**config.mk**
```make
export PLATFORM = sky130hd
export DESIGN_NAME = axis_to_axi4_wr_flat
export DESIGN_NICKNAME = d
export VERILOG_FILES = /design/src/rtl/axis_to_axi4_wr_pkg.sv /design/src/rtl/axi4_wr_if.sv /design/src/rtl/axis_if.sv /design/src/rtl/axis_to_axi4_wr.sv /design/src/flat_wrapper.sv
export SDC_FILE = /design/constraint.sdc
export NUM_CORES = 1
export LEC_CHECK = 0
export CAP_MARGIN = 20
export CORE_MARGIN = 3
export CORE_UTILIZATION = 43
export DETAILED_ROUTE_END_ITERATION = 12
export PLACE_DENSITY = 0.79
export SYNTH_ARGS = -nofsm -noshare
export SYNTH_HDL_FRONTEND = slang
export SYNTH_SLANG_ARGS = --single-unit
```
**constraint.sdc**
```tcl
create_clock -name ACLK -period 3.96 [get_ports ACLK]
set_input_delay 1.188 -clock ACLK [delete_from_list [all_inputs] [get_ports ACLK]]
set_output_delay 1.188 -clock ACLK [all_outputs]
set_load 0.05 [all_outputs]
```
**src/rtl/axis_to_axi4_wr_pkg.sv**
```systemverilog
// Shared types and AXI constants for the axis_to_axi4_wr write engine.
package axis_to_axi4_wr_pkg;

    typedef enum logic [1:0] {
        IDLE = 2'd0,
        ADDR = 2'd1,
        DATA = 2'd2,
        RESP = 2'd3
    } state_t;

    localparam logic [1:0] BURST_INCR    = 2'b01;
    localparam logic [1:0] RESP_OKAY     = 2'b00;
    localparam logic [3:0] CACHE_DEFAULT = 4'b0011;

    // AxSIZE encoding: log2 of the bytes per beat.
    function automatic logic [2:0] axi_size(input int data_w);
        return 3'($clog2(data_w / 8));
    endfunction

endpackage

```
**src/rtl/axi4_wr_if.sv**
```systemverilog
// AXI4 write-channel bundle (AW, W, B) toward memory or an interconnect.
interface axi4_wr_if #(
    parameter int ID_W       = 1,
    parameter int ADDR_W     = 32,
    parameter int DATA_W     = 64,
    parameter     ALIGN_DATA = "NO"
);
    logic                awvalid;
    logic                awready;
    logic [ID_W-1:0]     awid;
    logic [ADDR_W-1:0]   awaddr;
    logic [7:0]          awlen;
    logic [2:0]          awsize;
    logic [1:0]          awburst;
    logic                awlock;
    logic [3:0]          awcache;
    logic [2:0]          awprot;
    logic [3:0]          awqos;
    logic [3:0]          awregion;
    logic                wvalid;
    logic                wready;
    logic [DATA_W-1:0]   wdata;
    logic [DATA_W/8-1:0] wstrb;
    logic                wlast;
    logic                bvalid;
    logic                bready;
    logic [ID_W-1:0]     bid;
    logic [1:0]          bresp;

    modport master (
        output awvalid, awid, awaddr, awlen, awsize, awburst, awlock, awcache,
               awprot, awqos, awregion, wvalid, wdata, wstrb, wlast, bready,
        input  awready, wready, bvalid, bid, bresp
    );
    modport slave (
        input  awvalid, awid, awaddr, awlen, awsize, awburst, awlock, awcache,
               awprot, awqos, awregion, wvalid, wdata, wstrb, wlast, bready,
        output awready, wready, bvalid, bid, bresp
    );
endinterface

```
**src/rtl/axis_if.sv**
```systemverilog
// AXI-Stream bundle used between stream producers and the write engine.
interface axis_if #(
    parameter int DATA_W = 64
);
    logic                  tvalid;
    logic                  tready;
    logic [DATA_W-1:0]     tdata;
    logic [DATA_W/8-1:0]   tkeep;
    logic                  tlast;

    modport master (output tvalid, tdata, tkeep, tlast, input tready);
    modport slave  (input tvalid, tdata, tkeep, tlast, output tready);
endinterface

```
**src/rtl/axis_to_axi4_wr.sv**
```systemverilog
// DMA write engine: AXI-Stream in, AXI4 INCR bursts out, one burst outstanding.
// Optional macro AXIS_TO_AXI4_WR_TLAST_TERM_EN: TLAST ends the transfer, padding the burst.
module axis_to_axi4_wr
    import axis_to_axi4_wr_pkg::*;
#(
    parameter int DATA_W    = 64,
    parameter int ADDR_W    = 32,
    parameter int ID_W      = 1,
    parameter int BURST_LEN = 16
) (
    input  logic              ACLK,
    input  logic              ARESETn,
    input  logic              cfg_start,
    input  logic [ADDR_W-1:0] cfg_addr,
    input  logic [31:0]       cfg_beats,
    output logic              busy,
    output logic              done,
    output logic              err,
    output logic [31:0]       done_beats,
    output state_t            dbg_state,
    axis_if.slave             s_axis,
    axi4_wr_if.master         m_axi
);

    localparam int SIZE_LOG = $clog2(DATA_W / 8);

    // Every channel transfers on a cycle where valid && ready; a raised valid
    // and its payload stay put until that cycle, and ready never gates valid.

    state_t            state;
    logic [ADDR_W-1:0] cur_addr;
    logic [31:0]       rem;
    logic [8:0]        len;
    logic [8:0]        beat_cnt;
    logic              awvalid_q;
    logic [ADDR_W-1:0] awaddr_q;
    logic [7:0]        awlen_q;
    logic              pad;
    logic              in_data;
    logic              w_hs;
    logic [31:0]       rem_next;
    logic [ADDR_W-1:0] addr_next;

    function automatic logic [8:0] burst_beats(input logic [31:0] r);
        if (r > 32'(BURST_LEN))
            return 9'(BURST_LEN);
        return r[8:0];
    endfunction

`ifdef AXIS_TO_AXI4_WR_TLAST_TERM_EN
    logic term_q;
    assign pad = term_q;
`else
    assign pad = 1'b0;
`endif

    assign in_data   = (state == DATA);
    assign rem_next  = rem - 32'(len);
    assign addr_next = cur_addr + (ADDR_W'(len) << SIZE_LOG);

    // Zero-latency pass-through in DATA; pad beats come from the engine itself.
    assign m_axi.wvalid  = in_data && (pad || s_axis.tvalid);
    assign s_axis.tready = in_data && !pad && m_axi.wready;
    assign m_axi.wdata   = pad ? '0 : s_axis.tdata;
    assign m_axi.wstrb   = pad ? '0 : s_axis.tkeep;
    assign m_axi.wlast   = in_data && (beat_cnt == len - 9'd1);
    assign w_hs          = m_axi.wvalid && m_axi.wready;
    assign m_axi.bready  = (state == RESP);

    assign m_axi.awvalid  = awvalid_q;
    assign m_axi.awaddr   = awaddr_q;
    assign m_axi.awlen    = awlen_q;
    assign m_axi.awid     = '0;
    assign m_axi.awsize   = axi_size(DATA_W);
    assign m_axi.awburst  = BURST_INCR;
    assign m_axi.awlock   = 1'b0;
    assign m_axi.awcache  = CACHE_DEFAULT;
    assign m_axi.awprot   = 3'b000;
    assign m_axi.awqos    = 4'b0000;
    assign m_axi.awregion = 4'b0000;

    assign dbg_state = state;

    always_ff @(posedge ACLK or negedge ARESETn) begin
        if (!ARESETn) begin
            state      <= IDLE;
            cur_addr   <= '0;
            rem        <= '0;
            len        <= '0;
            beat_cnt   <= '0;
            awvalid_q  <= 1'b0;
            awaddr_q   <= '0;
            awlen_q    <= '0;
            busy       <= 1'b0;
            done       <= 1'b0;
            err        <= 1'b0;
            done_beats <= '0;
`ifdef AXIS_TO_AXI4_WR_TLAST_TERM_EN
            term_q     <= 1'b0;
`endif
        end else begin
            done <= 1'b0;
            case (state)
                IDLE: begin
                    if (cfg_start) begin
                        cur_addr   <= cfg_addr;
                        rem        <= cfg_beats;
                        err        <= 1'b0;
                        done_beats <= '0;
`ifdef AXIS_TO_AXI4_WR_TLAST_TERM_EN
                        term_q     <= 1'b0;
`endif
                        if (cfg_beats == 32'd0) begin
                            done <= 1'b1;
                        end else begin
                            busy      <= 1'b1;
                            state     <= ADDR;
                            awvalid_q <= 1'b1;
                            awaddr_q  <= cfg_addr;
                            awlen_q   <= 8'(burst_beats(cfg_beats) - 9'd1);
                        end
                    end
                end
                ADDR: begin
                    if (m_axi.awready) begin
                        awvalid_q <= 1'b0;
                        len       <= {1'b0, awlen_q} + 9'd1;
                        beat_cnt  <= '0;
                        state     <= DATA;
                    end
                end
                DATA: begin
                    if (w_hs) begin
                        beat_cnt <= beat_cnt + 9'd1;
                        if (!pad)
                            done_beats <= done_beats + 32'd1;
`ifdef AXIS_TO_AXI4_WR_TLAST_TERM_EN
                        if (!pad && s_axis.tlast)
                            term_q <= 1'b1;
`endif
                        if (m_axi.wlast)
                            state <= RESP;
                    end
                end
                RESP: begin
                    if (m_axi.bvalid) begin
                        if (m_axi.bresp != RESP_OKAY)
                            err <= 1'b1;
                        rem      <= rem_next;
                        cur_addr <= addr_next;
                        if (rem_next == 32'd0 || pad) begin
                            state <= IDLE;
                            done  <= 1'b1;
                            busy  <= 1'b0;
                        end else begin
                            state     <= ADDR;
                            awvalid_q <= 1'b1;
                            awaddr_q  <= addr_next;
                            awlen_q   <= 8'(burst_beats(rem_next) - 9'd1);
                        end
                    end
                end
                default: state <= IDLE;
            endcase
        end
    end

endmodule

```
**src/flat_wrapper.sv**
```systemverilog
// flat-port wrapper written by rule: the top's interface ports become plain ports
module axis_to_axi4_wr_flat import axis_to_axi4_wr_pkg::*;
#(
    parameter int DATA_W    = 64,
    parameter int ADDR_W    = 32,
    parameter int ID_W      = 1,
    parameter int BURST_LEN = 16
)
  (ACLK, ARESETn, cfg_start, cfg_addr, cfg_beats, busy, done, err, done_beats, dbg_state, s_axis_tvalid, s_axis_tdata, s_axis_tkeep, s_axis_tlast, s_axis_tready, m_axi_awvalid, m_axi_awid, m_axi_awaddr, m_axi_awlen, m_axi_awsize, m_axi_awburst, m_axi_awlock, m_axi_awcache, m_axi_awprot, m_axi_awqos, m_axi_awregion, m_axi_wvalid, m_axi_wdata, m_axi_wstrb, m_axi_wlast, m_axi_bready, m_axi_awready, m_axi_wready, m_axi_bvalid, m_axi_bid, m_axi_bresp);
  axis_if #(.DATA_W(DATA_W)) s_axis_i ();
  axi4_wr_if #(.ID_W(ID_W), .ADDR_W(ADDR_W), .DATA_W(DATA_W), .ALIGN_DATA("  ")) m_axi_i ();
  input  logic ACLK;
  input  logic ARESETn;
  input  logic cfg_start;
  input  logic [ADDR_W-1:0] cfg_addr;
  input  logic [31:0] cfg_beats;
  output logic busy;
  output logic done;
  output logic err;
  output logic [31:0] done_beats;
  output state_t dbg_state;
  input wire logic [$bits(s_axis_i.tvalid)-1:0] s_axis_tvalid;
  input wire logic [$bits(s_axis_i.tdata)-1:0] s_axis_tdata;
  input wire logic [$bits(s_axis_i.tkeep)-1:0] s_axis_tkeep;
  input wire logic [$bits(s_axis_i.tlast)-1:0] s_axis_tlast;
  output wire logic [$bits(s_axis_i.tready)-1:0] s_axis_tready;
  output wire logic [$bits(m_axi_i.awvalid)-1:0] m_axi_awvalid;
  output wire logic [$bits(m_axi_i.awid)-1:0] m_axi_awid;
  output wire logic [$bits(m_axi_i.awaddr)-1:0] m_axi_awaddr;
  output wire logic [$bits(m_axi_i.awlen)-1:0] m_axi_awlen;
  output wire logic [$bits(m_axi_i.awsize)-1:0] m_axi_awsize;
  output wire logic [$bits(m_axi_i.awburst)-1:0] m_axi_awburst;
  output wire logic [$bits(m_axi_i.awlock)-1:0] m_axi_awlock;
  output wire logic [$bits(m_axi_i.awcache)-1:0] m_axi_awcache;
  output wire logic [$bits(m_axi_i.awprot)-1:0] m_axi_awprot;
  output wire logic [$bits(m_axi_i.awqos)-1:0] m_axi_awqos;
  output wire logic [$bits(m_axi_i.awregion)-1:0] m_axi_awregion;
  output wire logic [$bits(m_axi_i.wvalid)-1:0] m_axi_wvalid;
  output wire logic [$bits(m_axi_i.wdata)-1:0] m_axi_wdata;
  output wire logic [$bits(m_axi_i.wstrb)-1:0] m_axi_wstrb;
  output wire logic [$bits(m_axi_i.wlast)-1:0] m_axi_wlast;
  output wire logic [$bits(m_axi_i.bready)-1:0] m_axi_bready;
  input wire logic [$bits(m_axi_i.awready)-1:0] m_axi_awready;
  input wire logic [$bits(m_axi_i.wready)-1:0] m_axi_wready;
  input wire logic [$bits(m_axi_i.bvalid)-1:0] m_axi_bvalid;
  input wire logic [$bits(m_axi_i.bid)-1:0] m_axi_bid;
  input wire logic [$bits(m_axi_i.bresp)-1:0] m_axi_bresp;
  assign s_axis_i.tvalid = s_axis_tvalid;
  assign s_axis_i.tdata = s_axis_tdata;
  assign s_axis_i.tkeep = s_axis_tkeep;
  assign s_axis_i.tlast = s_axis_tlast;
  assign s_axis_tready = s_axis_i.tready;
  assign m_axi_awvalid = m_axi_i.awvalid;
  assign m_axi_awid = m_axi_i.awid;
  assign m_axi_awaddr = m_axi_i.awaddr;
  assign m_axi_awlen = m_axi_i.awlen;
  assign m_axi_awsize = m_axi_i.awsize;
  assign m_axi_awburst = m_axi_i.awburst;
  assign m_axi_awlock = m_axi_i.awlock;
  assign m_axi_awcache = m_axi_i.awcache;
  assign m_axi_awprot = m_axi_i.awprot;
  assign m_axi_awqos = m_axi_i.awqos;
  assign m_axi_awregion = m_axi_i.awregion;
  assign m_axi_wvalid = m_axi_i.wvalid;
  assign m_axi_wdata = m_axi_i.wdata;
  assign m_axi_wstrb = m_axi_i.wstrb;
  assign m_axi_wlast = m_axi_i.wlast;
  assign m_axi_bready = m_axi_i.bready;
  assign m_axi_i.awready = m_axi_awready;
  assign m_axi_i.wready = m_axi_wready;
  assign m_axi_i.bvalid = m_axi_bvalid;
  assign m_axi_i.bid = m_axi_bid;
  assign m_axi_i.bresp = m_axi_bresp;
  axis_to_axi4_wr #(.DATA_W(DATA_W), .ADDR_W(ADDR_W), .ID_W(ID_W), .BURST_LEN(BURST_LEN)) u_core (.ACLK(ACLK), .ARESETn(ARESETn), .cfg_start(cfg_start), .cfg_addr(cfg_addr), .cfg_beats(cfg_beats), .busy(busy), .done(done), .err(err), .done_beats(done_beats), .dbg_state(dbg_state), .s_axis(s_axis_i), .m_axi(m_axi_i));
endmodule
```
==> flow_summary.json, run 1 <==
{
  "netlist-cell-type-count": 72,
  "antenna_found_initial": 2,
  "ys.flop_type": "dfrtp_1",
  "worstSetupEndpointType": "output port",
  "slowest_stage": "dfrtp_1",
  "die_y_um": 163,
  "yosysSeqAreaShare": 0.380,
  "postSynth.asyncResetShare": 1.00,
  "slew_viol_final": 0,
  "dr.first_iter.drc_count": 911,
  "multiInputGateArea_mm2": 0.00564,
  "maxCapViolations": 0,
  "timing.reg2reg.setup_slack_ps": 110,
  "finalSetupViolCount": 0,
  "worstSetupStartpoint": "u_core.len[0]",
  "port_buffers": 154,
  "synth.most_common_cell": "dfrtp_1",
  "cp-start-kind": "flip-flop",
  "core-area_mm2": 0.0238,
  "ys_ff_latch": 160,
  "die_w_um": 163,
  "cp_cell_sequence": "buf_4, inv_1, ha_2, and3_1, nor3_1, a211oi_1, a41oi_1, nor4_2, o2111ai_2, nor2_2, buf_12",
  "yosys.area.top_type_share": 0.380,
  "clk_pin_slew_worst_paths_ps": 70,
  "vias_per_cell": 5.75,
  "netlist_area_mm2": 0.0105,
  "die_area_mm2": 0.0264,
  "peakVddDrop_v": 0.000564,
  "arrival_ps": 2680,
  "regArea_mm2": 0.00400,
  "finalCriticalPeriod_ps": 3870,
  "outcome": "completed",
  "p_leak_nw": 5.52,
  "ios": 323,
  "area_growth_pct": 22.9,
  "nFillCells": 2097,
  "max-slew-margin-rel": 0.525,
  "clockBufferDepth": 2,
  "drive_gt1_frac": 0.125,
  "yosysTopAreaCell": "dfrtp_1",
  "postCtsHoldBufs": 0,
  "core.rowCount": 56,
  "wirelength_um": 30000,
  "drtPass1Iterations": 5,
  "grt_max_degree": 71,
  "final_cells": 1680,
  "dpl_cell_area_mm2": 0.0123,
  "placed_cells": 1643,
  "ys_top_cells_by_count": "160 x dfrtp_1, 131 x nand2_1, 124 x nor2_1, 114 x o21ai_0, 94 x buf_4",
  "grt_setup_unrepaired": "true",
  "synth.top_cells.by_area": "dfrtp_1 38%, buf_4 6.7%, o21ai_0 5.4%, nand2_1 4.7%, nor2_1 4.4%",
  "clk_latency_ps": 440,
  "gr-usage-all-layers": 0.223,
  "synth-edff-count": 0,
  "post-route-cell-area_mm2": 0.0130,
  "dp_hpwl_um": 21900,
  "clock-sinks": 160,
  "grt_overflow": 0,
  "htreeDepth": 4,
  "required_ps": 2770,
  "ys_warn_count": 0,
  "path_class": "flip-flop to output port",
  "grt_pass1_vias": 9415,
  "cts_tree": "yes",
  "place_congestion": 0.965,
  "hold_class": "flip-flop to flip-flop",
  "grt_pass1_wl_um": 48000,
  "numCtsBuffers": 17,
  "nNetsFinal": 1523,
  "route.detailed.drc": 0,
  "wl_per_cell_um": 17.8,
  "critPathMaxStageDelay_ps": 420,
  "vias": 9664,
  "max_slew.worst_pin.slew_ps": 713,
  "min-delay-start": "u_core.cur_addr[2]",
  "power.density_mw_per_mm2": 853,
  "r2r_start": "u_core.rem[14]",
  "synth_cells": 1225,
  "synth.avg_cell_area_um2": 8.60,
  "max_freq_mhz": 258,
  "ant_nets": 0,
  "hold_violations": 0,
  "worstPathMaxFanout": 5,
  "start_util": 0.444,
  "clock_skew_ps": 14.0,
  "cts_root_buf": "clkbuf_16",
  "post-route-period-util": 0.978
}
-- kinds of logic after synthesis --
kind of cell / Yosys count / synth area share
multiplexers: 46 / 0.0494
adder cells (fa/ha/maj): 30 / 0.0370
AO/OA/AOI/OAI: 284 / 0.168
flip-flops: 160 / 0.380
buffers and inverters: 186 / 0.101
XOR/XNOR: 75 / 0.0623
AND/OR/NAND/NOR: 442 / 0.201
other: 2 / 0.000713
-- per-layer routing --
metal / share of wire / GRT usage
met1: 0.41 / 0.297
met2: 0.46 / 0.356
met3: 0.092 / 0.0458
met4: 0.034 / 0.0950
met5: 0.00043 / 0
-- flip-flops by register name (all words and copies together), names as in the netlist --
name                  flops
u_core.beat_cnt           9
u_core.busy               1
u_core.cur_addr          32
u_core.dbg_state          2
u_core.done               1
u_core.done_beats        32
u_core.err                1
u_core.len                9
u_core.m_axi.awaddr      32
u_core.m_axi.awlen        8
u_core.m_axi.awvalid      1
u_core.rem               32
-- final cells by class --
type,instances,share of cell area
clock inverters,15,0.0132
repair buffers,229,0.167
multi-input cells,899,0.435
clock buffers,17,0.0328
diodes,2,0.000386
inverters,39,0.0113
flip-flops and latches,160,0.309
well taps,319,0.0308
-- stage by stage --
| stage | setup WS [ps] | setup TNS, ps | power, mW | hold slack (ps) | util |
|---|---|---|---|---|---|
| 2_1_floorplan | 25.1 | 0 | 7.28 | 445 | - |
| 3_3_place_gp | -126 | -921 | 8.95 | 461 | 0.515 |
| 3_5_place_dp | -175 | -551 | 9.15 | 471 | 0.516 |
| 4_1_cts | 16.9 | 0 | 10.9 | 488 | 0.543 |
| 5_1_grt | -79.6 | -156 | 11.8 | 514 | 0.545 |
| 6_report | 88.3 | 0 | 11.0 | 488 | 0.545 |
-- cells in the final DEF, fill, tap and decap left out, types with 9 or more instances in the layout --
cell             synthesis  final
a221o_1                  9      9
mux2i_1                 19     19
buf_4                   94     72
or3_1                   13     13
o21a_1                  12     12
nand4_1                 14     14
mux2_2                  20     20
nand3_1                 33     33
nor3_1                  35     34
clkdlybuf4s50_1          0    150
o21ai_0                114    113
a21o_1                   9      9
and3_1                  24     24
nor2_1                 124    121
xor2_1                  41     41
nand2_1                131    131
clkbuf_16                0     17
xnor2_1                 34     34
dfrtp_1                160    160
conb_1                   2     22
nor3b_1                 10     10
ha_1                    28     25
a21oi_1                 60     59
nor4_1                  20     17
inv_1                   39     39
-- path summary, 6_finish.rpt --
check,endpoint,cells past startpoint
min in group asynchronous,u_core.done_beats[5],1
worst max register to register,u_core.m_axi.awlen[4],14
worst min-delay path,u_core.cur_addr[2],2
max in group asynchronous,u_core.cur_addr[29],2
worst max-delay path,m_axi_wlast,11
worst min register to register,u_core.cur_addr[2],2
-- power by group --
group          switching [mW]  internal (mW)
clock                   0.750          0.949
combinational            3.98           2.58
sequential              0.544           2.25
total                    5.27           5.78
-- timing repair --
action | in CTS | in global routing
cloned | 0 | 0
setup endpoints to repair | 4 | 22
resized for setup | 5 | 14
setup buffers | 2 | 1
pin swaps | 6 | 3
-- critical path, delay by kind of cell (launching register included) --
kind,cells,cell delay (ps)
and+or+nand+nor,4,760
AOI/OAI and AO/OA,3,480
DFF,1,420
buffers and inverters,3,390
adders and majority gates,1,200
(Power assumes the default switching activity.)
==> run 2, diff against run 1 <==
--- a/config.mk
+++ b/config.mk
@@ -5,11 +5,12 @@
 export SDC_FILE = /design/constraint.sdc
 export NUM_CORES = 1
 export LEC_CHECK = 0
+export ABC_CLOCK_PERIOD_IN_PS = 4800
 export CAP_MARGIN = 20
 export CORE_MARGIN = 3
-export CORE_UTILIZATION = 43
+export CORE_UTILIZATION = 52
 export DETAILED_ROUTE_END_ITERATION = 12
-export PLACE_DENSITY = 0.79
+export PLACE_DENSITY = 0.9
 export SYNTH_ARGS = -nofsm -noshare
 export SYNTH_HDL_FRONTEND = slang
 export SYNTH_SLANG_ARGS = --single-unit
==> constraint.sdc (replaced) <==
create_clock -name ACLK -period 4.8 [get_ports ACLK]
set_input_delay 1.44 -clock ACLK [delete_from_list [all_inputs] [get_ports ACLK]]
set_output_delay 1.44 -clock ACLK [all_outputs]
set_load 0.05 [all_outputs]
==> run 2 against run 1 <==
Net effect:
- via count decreased by 3.2%
- final area fell by 4.5%
- flip-flop and latch count is the same
- cell count down 6.5%
- clock skew down 4.6 ps
- sequential share of layout area grew 1.4 points
- power decreased by 21%
- first-iteration DRC count decreased by 34%
- sequential power is 15% lower
- global-route usage is 3.3 points higher
- critical path depth down 1
==> flow_summary.json, run 2 (synthesis results as in run 1) <==
{
  "vias_per_cell": 5.95,
  "layout_commonest_cell": "dfrtp_1",
  "r2r_start": "u_core.rem[11]",
  "slew_viol_final": 0,
  "required_ps": 3360,
  "cp-start-kind": "flip-flop",
  "route.detailed.drc": 0,
  "power.density_mw_per_mm2": 707,
  "core-area_mm2": 0.0197,
  "port_buffers": 154,
  "antennaDiodeCount": 0,
  "nNetsFinal": 1470,
  "grt_pass1_vias": 9329,
  "critPathMaxStageDelay_ps": 460,
  "clock-sinks": 160,
  "path_class": "flip-flop to output port",
  "outcome": "completed",
  "timing.reg2reg.setup_slack_ps": 330,
  "grt_setup_unrepaired": "false",
  "start_util": 0.535,
  "grt_max_degree": 69,
  "dpl_cell_area_mm2": 0.0117,
  "post-route-cell-area_mm2": 0.0124,
  "core.rowCount": 51,
  "grt_pass1_wl_um": 46000,
  "hold_class": "flip-flop to flip-flop",
  "cts_root_buf": "clkbuf_16",
  "cp_cell_sequence": "inv_1, ha_1, nor2b_2, nand3_1, nor3_1, xnor2_1, nor4_1, o2111ai_1, nor2_1, buf_4",
  "r2r_end": "u_core.m_axi.awlen[4]",
  "place_congestion": 0.922,
  "finalCriticalPeriod_ps": 4480,
  "worstSetupStartpoint": "u_core.len[1]",
  "wirelength_um": 28300,
  "arrival_ps": 3040,
  "whs_ps": 479,
  "gr-usage-all-layers": 0.256,
  "dp_hpwl_um": 20300,
  "clockBufferDepth": 2,
  "hold_violations": 0,
  "die_y_um": 148,
  "cts_tree": "yes",
  "post-route-period-util": 0.933,
  "clk_latency_ps": 430,
  "ios": 323,
  "die_area_mm2": 0.0220,
  "htreeDepth": 4,
  "max_slew.worst_pin.slew_ps": 792,
  "final_util": 0.628,
  "slowest_stage": "dfrtp_1",
  "die_w_um": 148,
  "peakVddDrop_v": 0.000510,
  "clock_skew_ps": 9.47,
  "endpoint": "m_axi_wlast",
  "grt_overflow": 0,
  "p_leak_nw": 5.23,
  "drtPass1Iterations": 7,
  "final_cell_mix": "160 x dfrtp_1, 152 x clkdlybuf4s50_1, 131 x nand2_1, 122 x nor2_1, 113 x o21ai_0",
  "worstSetupEndpointType": "output port",
  "area_growth_pct": 17.4,
  "report.power.total_mw": 8.75,
  "min-delay-start": "u_core.cur_addr[2]",
  "dr.first_iter.drc_count": 600,
  "wl_per_cell_um": 18.0,
  "finalSetupViolCount": 0,
  "vias": 9353,
  "clk_pin_slew_worst_paths_ps": 60,
  "maxCapViolations": 0,
  "antenna_found_initial": 0,
  "max-slew-margin-rel": 0.458,
  "numCtsBuffers": 17,
  "reg2reg_depth": 14,
  "max_freq_mhz": 223,
  "drive_gt1_frac": 0.0758,
  "ant_nets": 0,
  "nFillCells": 1605,
  "worstPathMaxFanout": 5,
  "setup_tns_ps": 0
}
run 2: cell types whose count changed in the layout (fill, tap and decap cells not counted), sizes merged:
cell / previous run / this run
buf: 79 / 24
clkdlybuf4s50: 150 / 152
inv: 46 / 43
diode: 2 / 0
clkbuf: 17 / 19
clkinvlp: 2 / 4
clkinv: 4 / 2
bufinv: 2 / 3
run 2: final cells by class:
type                    instances  area [um2]  area share
clock buffers                  19         453      0.0366
well taps                     265         332      0.0268
flip-flops and latches        160        4000       0.323
repair buffers                176        1710       0.138
clock inverters                13         175      0.0142
multi-input cells             899        5560       0.449
inverters                      39         146      0.0118
run 2: worst max-delay path, delay by kind of cell (launching register included):
kind / cells / cell delay, ps
fa+ha+maj: 1 / 260
buf+inv: 2 / 430
flops: 1 / 460
compound gates: 1 / 260
simple gates: 5 / 1110
xor+xnor: 1 / 90
run 2: per-layer routing:
layer / GRT usage / wire, um
met1: 0.328 / 11600
met5: 0 / 0
met2: 0.426 / 13400
met3: 0.0609 / 2470
met4: 0.0947 / 894
run 2: metrics by stage:
step	instances	worst slack, ps
2_1_floorplan	1245	865
3_3_place_gp	1538	399
3_5_place_dp	1539	296
4_1_cts	1571	232
5_1_grt	1571	73.0
6_report	1571	321
run 2: worst min path at each step:
| stage | slack (ps) | cells after the start | end |
|---|---|---|---|
| after global routing | 510 | 2 | u_core.cur_addr[2] |
| after detailed placement | 460 | 2 | u_core.cur_addr[2] |
| final | 480 | 2 | u_core.cur_addr[2] |
| after CTS | 480 | 2 | u_core.cur_addr[2] |
| after floorplan | 450 | 2 | u_core.cur_addr[0] |
| after global placement | 460 | 2 | u_core.cur_addr[0] |
run 2: timing repair:
item                                    4_1_cts  5_1_grt
buffers inserted                              0        0
endpoints found under the setup margin        0        1
gates resized for setup                       0        1
hold buffers                                  0        0
run 2: report_power, final:
part / switching, mW / leakage [nW] / internal, mW / total (mW)
clock network: 0.592 / 0.295 / 0.856 / 1.45
registers: 0.505 / 2.01 / 1.86 / 2.36
logic: 3.09 / 2.93 / 1.85 / 4.94
